File: src/rtl/cell_op_engine.sv
// Cell-processor responder: watches free-running operand cells, and when they change computes a
// per-pixel, per-channel result one pixel per clock, then publishes it with a one-cycle valid strobe.
module cell_op_engine #(
    parameter int PIXELS  = 9,
    parameter int PIXEL_W = 24
) (
    input  logic                        SYSCLK,
    input  logic                        RST,
    input  logic [PIXELS*PIXEL_W-1:0]   cell_a,
    input  logic [PIXELS*PIXEL_W-1:0]   cell_b,
    input  logic [3:0]                  opcode,
    output logic [PIXELS*PIXEL_W-1:0]   result_cell,
    output logic                        result_valid,
    output logic                        busy
);

    localparam int CELL_W = PIXELS * PIXEL_W;
    localparam int CHANS  = PIXEL_W / 8;
    localparam int IDX_W  = (PIXELS > 1) ? $clog2(PIXELS) : 1;
    localparam logic [IDX_W-1:0] LAST_IDX = IDX_W'(PIXELS - 1);

    typedef enum logic [1:0] {
        IDLE,
        CAPTURE,
        PROC,
        DONE
    } state_t;

    state_t             state_reg;
    logic [CELL_W-1:0]  cap_a_reg;
    logic [CELL_W-1:0]  cap_b_reg;
    logic [3:0]         cap_op_reg;
    logic               primed_reg;
    logic [IDX_W-1:0]   pix_idx_reg;
    logic [CELL_W-1:0]  shadow_reg;

    logic [CELL_W-1:0]  merged;
    logic [PIXEL_W-1:0] pix_a;
    logic [PIXEL_W-1:0] pix_b;
    logic [PIXEL_W-1:0] pix_res;
    logic               start;

    // Unsigned 8-bit channel operation; sums and differences are taken at 9 bits.
    function automatic logic [7:0] chan_op(input logic [7:0] a, input logic [7:0] b,
                                           input logic [3:0] op);
        logic [8:0] sum;
        logic [8:0] diff;
        logic [7:0] res;
        sum  = {1'b0, a} + {1'b0, b};
        diff = {1'b0, a} - {1'b0, b};
        case (op)
            4'd1:    res = b;
            4'd2:    res = sum[8] ? 8'hFF : sum[7:0];
            4'd3:    res = diff[8] ? 8'h00 : diff[7:0];
            4'd4:    res = a & b;
            4'd5:    res = a | b;
            4'd6:    res = a ^ b;
            4'd7:    res = ~a;
            4'd8:    res = sum[8:1];
            4'd9:    res = (a < b) ? a : b;
            4'd10:   res = (a > b) ? a : b;
            default: res = a;
        endcase
        return res;
    endfunction

    assign start = !primed_reg || (cell_a != cap_a_reg) || (cell_b != cap_b_reg)
                   || (opcode != cap_op_reg);

    assign pix_a = cap_a_reg[pix_idx_reg*PIXEL_W +: PIXEL_W];
    assign pix_b = cap_b_reg[pix_idx_reg*PIXEL_W +: PIXEL_W];

    genvar gi;
    generate
        for (gi = 0; gi < CHANS; gi++) begin : g_chan
            assign pix_res[gi*8 +: 8] = chan_op(pix_a[gi*8 +: 8], pix_b[gi*8 +: 8], cap_op_reg);
        end
        // Shadow with the current pixel slotted in, so the last pixel can go straight to the output.
        for (gi = 0; gi < PIXELS; gi++) begin : g_merge
            assign merged[gi*PIXEL_W +: PIXEL_W] = (pix_idx_reg == IDX_W'(gi)) ? pix_res
                                                   : shadow_reg[gi*PIXEL_W +: PIXEL_W];
        end
    endgenerate

    always_ff @(posedge SYSCLK or negedge RST) begin
        if (!RST) begin
            state_reg    <= IDLE;
            cap_a_reg    <= '0;
            cap_b_reg    <= '0;
            cap_op_reg   <= '0;
            primed_reg   <= 1'b0;
            pix_idx_reg  <= '0;
            shadow_reg   <= '0;
            result_cell  <= '0;
            result_valid <= 1'b0;
            busy         <= 1'b0;
        end else begin
            result_valid <= 1'b0;
            case (state_reg)
                IDLE: begin
                    if (start) begin
                        state_reg <= CAPTURE;
                        busy      <= 1'b1;
                    end
                end
                CAPTURE: begin
                    cap_a_reg   <= cell_a;
                    cap_b_reg   <= cell_b;
                    cap_op_reg  <= opcode;
                    primed_reg  <= 1'b1;
                    pix_idx_reg <= '0;
                    state_reg   <= PROC;
                end
                PROC: begin
                    shadow_reg <= merged;
                    if (pix_idx_reg == LAST_IDX) begin
                        pix_idx_reg  <= '0;
                        result_cell  <= merged;
                        result_valid <= 1'b1;
                        state_reg    <= DONE;
                    end else begin
                        pix_idx_reg <= pix_idx_reg + 1'b1;
                    end
                end
                DONE: begin
                    busy      <= 1'b0;
                    state_reg <= IDLE;
                end
                default: state_reg <= IDLE;
            endcase
        end
    end

endmodule

File: config.mk
export PLATFORM = sky130hd
export DESIGN_NAME = cell_op_engine
export DESIGN_NICKNAME = d
export VERILOG_FILES = /design/src/rtl/cell_op_engine.sv
export SDC_FILE = /design/constraint.sdc
export NUM_CORES = 2
export LEC_CHECK = 0
export ABC_AREA = 0
export BUFFER_PORTS_ARGS = -buffer_cell sky130_fd_sc_hd__buf_4
export CORE_ASPECT_RATIO = 0.6
export CORE_UTILIZATION = 28
export CTS_CLUSTER_SIZE = 28
export DETAILED_ROUTE_END_ITERATION = 7
export GPL_TIMING_DRIVEN = 0
export HOLD_SLACK_MARGIN = 0.08
export PLACE_DENSITY = 0.51
export SLEW_MARGIN = 0
export SYNTH_ARGS = -nofsm -noshare
export SYNTH_HDL_FRONTEND = slang
export SYNTH_SLANG_ARGS = --single-unit
File: constraint.sdc
create_clock -name SYSCLK -period 6.49 [get_ports SYSCLK]
set_input_delay 1.298 -clock SYSCLK [delete_from_list [all_inputs] [get_ports SYSCLK]]
set_output_delay 1.298 -clock SYSCLK [all_outputs]
set_load 0.1 [all_outputs]
==> flow_metrics.tcl <==
set metrics [dict create \
    ys_types 100 \
    critical-path-max-stage-delay_ns 0.49 \
    wl_per_cell_um 41.06 \
    area_growth_pct 26.61 \
    die_h_um 316.8 \
    hp-class "in2async" \
    period_needed_ns 6.673 \
    cp-end-kind "flop" \
    status "finished, violations left" \
    wl_um 316100 \
    numPortBuffers 655 \
    hold_slack_ns 0.4672 \
    critPathTopFamily "buffers and inverters" \
    ir_drop_mv 0.2435 \
    timing.final.crit_share_pct 102.8 \
    path_cells "buf_4, buf_4, buf_4, buf_4, mux2i_1, nor2_1, a21oi_1, o22ai_2, inv_1, ha_1, clkbuf_1, or3_1, a32oi_1, a21oi_1, or2_1, a221oi_1, and3_1, buf_2, o21ai_0" \
    path_class "reg2reg" \
    io_pins 656 \
    synth-async-reset-ratio_pct 100.0 \
    clk_latency_ns 0.78 \
    ys_ff_latch 853 \
    viasPerCell 5.856 \
    fp.dieW_um 526.6 \
    synth_seq_area_share_pct 46.16 \
    finalHoldViolCount 0 \
    synth_edf_count 0 \
    top_usage_layer "met1" \
    post-place-ws_ns -1.938 \
    gr-total-overflow 0 \
    dp_hpwl_um 259700 \
    drt_iter0_markers 7229 \
    grt_pass1_vias 41100 \
    final_cell_area_sq_um 58540 \
    clkTransAtPathRegs_ns 0.07 \
    cts_sinks 853 \
    met3_usage_pct 18.56 \
    coreArea_sq_um 163900 \
    dp_cells 7476 \
    drtPass1Iterations 8 \
    grtUsageMet1_pct 55.35 \
    violations "max-capacitance violations, max-slew violations, negative setup slack" \
    grt_pass1_wl_um 404500 \
    netlist_area_sq_um 46240 \
    htree_levels 3 \
    syn_inst 4623 \
    relSlewSlack_pct -13.72 \
    cts_tree "built" \
    synth_area_per_cell_sq_um 10.00 \
    syn_nets 5151 \
    ys_warn_count 0 \
    antenna_left 0 \
    grt_max_degree 120 \
    final_nets 5951 \
    drv_cap 10 \
    fin_ws_ns -0.1826 \
    initial_utilization_pct 28.21 \
    critPathLaunchType "flop" \
    grt_use_met2_pct 45.19 \
    r2r_end "shadow_reg[124]" \
    cts_root_buffer "clkbuf_16" \
    place_area_sq_um 54590 \
    cp.required_ns 7.08 \
    instances_no_fill 7697 \
    routabilityCongestion 1.240 \
    synth_flop_cell "dfrtp_1" \
    skew_ns 0.07276 \
    worst_pin_slew_ns 1.706 \
    drive_gt1_share_pct 27.68 \
    die_area_sq_um 166800 \
    cellPowerDensity_nw_per_um2 280.6 \
    drc 0 \
    critical_path_arrival_ns 7.26 \
    grt_usage_pct 37.05 \
    slowest_stage "buf_4" \
    timing.rr.start "pix_idx_reg[3]" \
    cts_buffers 94 \
    crit_top_cell "buf_4" \
    setup_violations 27 \
    drv_slew 70 \
    rows 115 \
    p_leak_uw 0.02522 \
    clock_path_buffers 3 \
    fin_util_pct 35.72 \
    fmax_mhz 149.9 \
    antenna_found_initial 88 \
    cp_max_fo 10 \
    path_buf_inv 7 \
    ff2ff_setup_slack_ns -0.18 \
    num_vias 45070 \
    rr_worst_depth 19 \
]
cell usage after synthesis (9+ instances only):
cell | count | share of area [%]
o211ai_1 | 22 | 0.36
a31oi_1 | 10 | 0.14
buf_2 | 51 | 0.55
o21ai_1 | 58 | 0.63
o21ai_0 | 255 | 2.8
a2111o_1 | 19 | 0.46
a221oi_1 | 16 | 0.30
nand2b_1 | 130 | 1.8
mux2_2 | 405 | 9.9
nor4_1 | 50 | 0.68
nand4_1 | 69 | 0.93
nand3_1 | 200 | 2.2
nor3_1 | 26 | 0.28
nor2_1 | 180 | 1.5
nor2b_1 | 185 | 2.5
a22oi_1 | 30 | 0.49
mux2i_1 | 93 | 2.0
o2111ai_1 | 38 | 0.72
a21oi_1 | 152 | 1.6
o22ai_1 | 58 | 0.78
xnor2_1 | 150 | 2.8
clkbuf_1 | 184 | 1.5
dfrtp_1 | 853 | 46
a21o_1 | 14 | 0.23
o221ai_1 | 11 | 0.21
xor2_1 | 88 | 1.7
o31ai_1 | 24 | 0.39
mux4_2 | 46 | 2.2
nand2_1 | 690 | 5.6
inv_1 | 175 | 1.4
a2111oi_0 | 44 | 0.83
ha_1 | 84 | 2.3
o2bb2ai_1 | 9 | 0.17
a211oi_1 | 25 | 0.41
buf_1 | 16 | 0.13
worst register-to-register path: cells and delay by family (launching register included):
kind	cells	cell delay, ns
mux	1	0.47
simple gates	4	1.08
compound gates	6	1.76
flops	1	0.38
fa+ha+maj	1	0.24
buf+inv	7	2.58
final cells by class:
cell class / instances / area (sq um)
fillers: 16720 / 105300
inverters: 183 / 690.7
diodes: 41 / 102.6
multi-input cells: 3322 / 23520
flip-flops and latches: 853 / 21350
repair buffers: 706 / 5778
clock buffers: 133 / 2689
plain buffers: 263 / 1275
clock inverters: 32 / 440.4
well taps: 2164 / 2708
cell usage in the layout, fill, tap and decap left out, types with 50 or more instances in the layout:
| cell type | n |
|---|---|
| buf_4 | 687 |
| nand3_1 | 200 |
| clkbuf_1 | 161 |
| nand2b_1 | 129 |
| xor2_1 | 86 |
| ha_1 | 84 |
| xnor2_1 | 149 |
| mux2i_1 | 88 |
| nor2b_1 | 184 |
| clkbuf_16 | 94 |
| nand4_1 | 69 |
| mux2_2 | 405 |
| o21ai_0 | 253 |
| nand2_1 | 690 |
| dfrtp_1 | 853 |
| o22ai_1 | 50 |
| nor2_1 | 177 |
| a21oi_1 | 143 |
| inv_1 | 175 |
| o21ai_1 | 57 |
cell families after synthesis:
group,synth area share (%)
simple gates,16.09
compound gates,12.59
flops,46.16
mux,14.17
buf+inv,3.951
xor+xnor,4.508
fa+ha+maj,2.533
repair_timing:
item | CTS | global route
hold buffers | 0 | 0
setup buffers | 14 | 1
pin swaps | 11 | 1
gates resized for setup | 67 | 43
setup endpoints to repair | 216 | 193
gates cloned | 0 | 0
metal layers:
layer | part of all wire [%] | wire, um
met5 | 0.21 | 651
met1 | 46 | 145600
met3 | 15 | 47750
met4 | 2.8 | 8867
met2 | 36 | 113200
where the power goes:
part | total (uW) | switching (uW) | internal [uW]
clock | 5730 | 2590 | 3140
combinational | 4350 | 3200 | 1150
sequential | 6350 | 507 | 5840
total | 16400 | 6300 | 10100
worst max-delay path by stage:
| stage | startpoint | end | depth (start not counted) |
|---|---|---|---|
| floorplan | pix_idx_reg[0] | shadow_reg[178] | 17 |
| global placement | RST | result_cell[105] | 1 |
| detailed placement | pix_idx_reg[1] | shadow_reg[94] | 17 |
| CTS | pix_idx_reg[0] | shadow_reg[88] | 20 |
| global route | pix_idx_reg[1] | shadow_reg[76] | 17 |
| finish | pix_idx_reg[3] | shadow_reg[124] | 19 |
stage by stage:
| step | power (uW) | TNS, ns |
|---|---|---|
| 2_1_floorplan | 8779 | 0 |
| 3_5_place_dp | 10590 | -336.20 |
| 4_1_cts | 16340 | 0 |
| 5_1_grt | 16860 | -0.04966 |
| 3_3_place_gp | 10510 | -6154.42 |
| 6_report | 16430 | -2.026 |
Note: power is estimated with default switching activity, not from simulation.
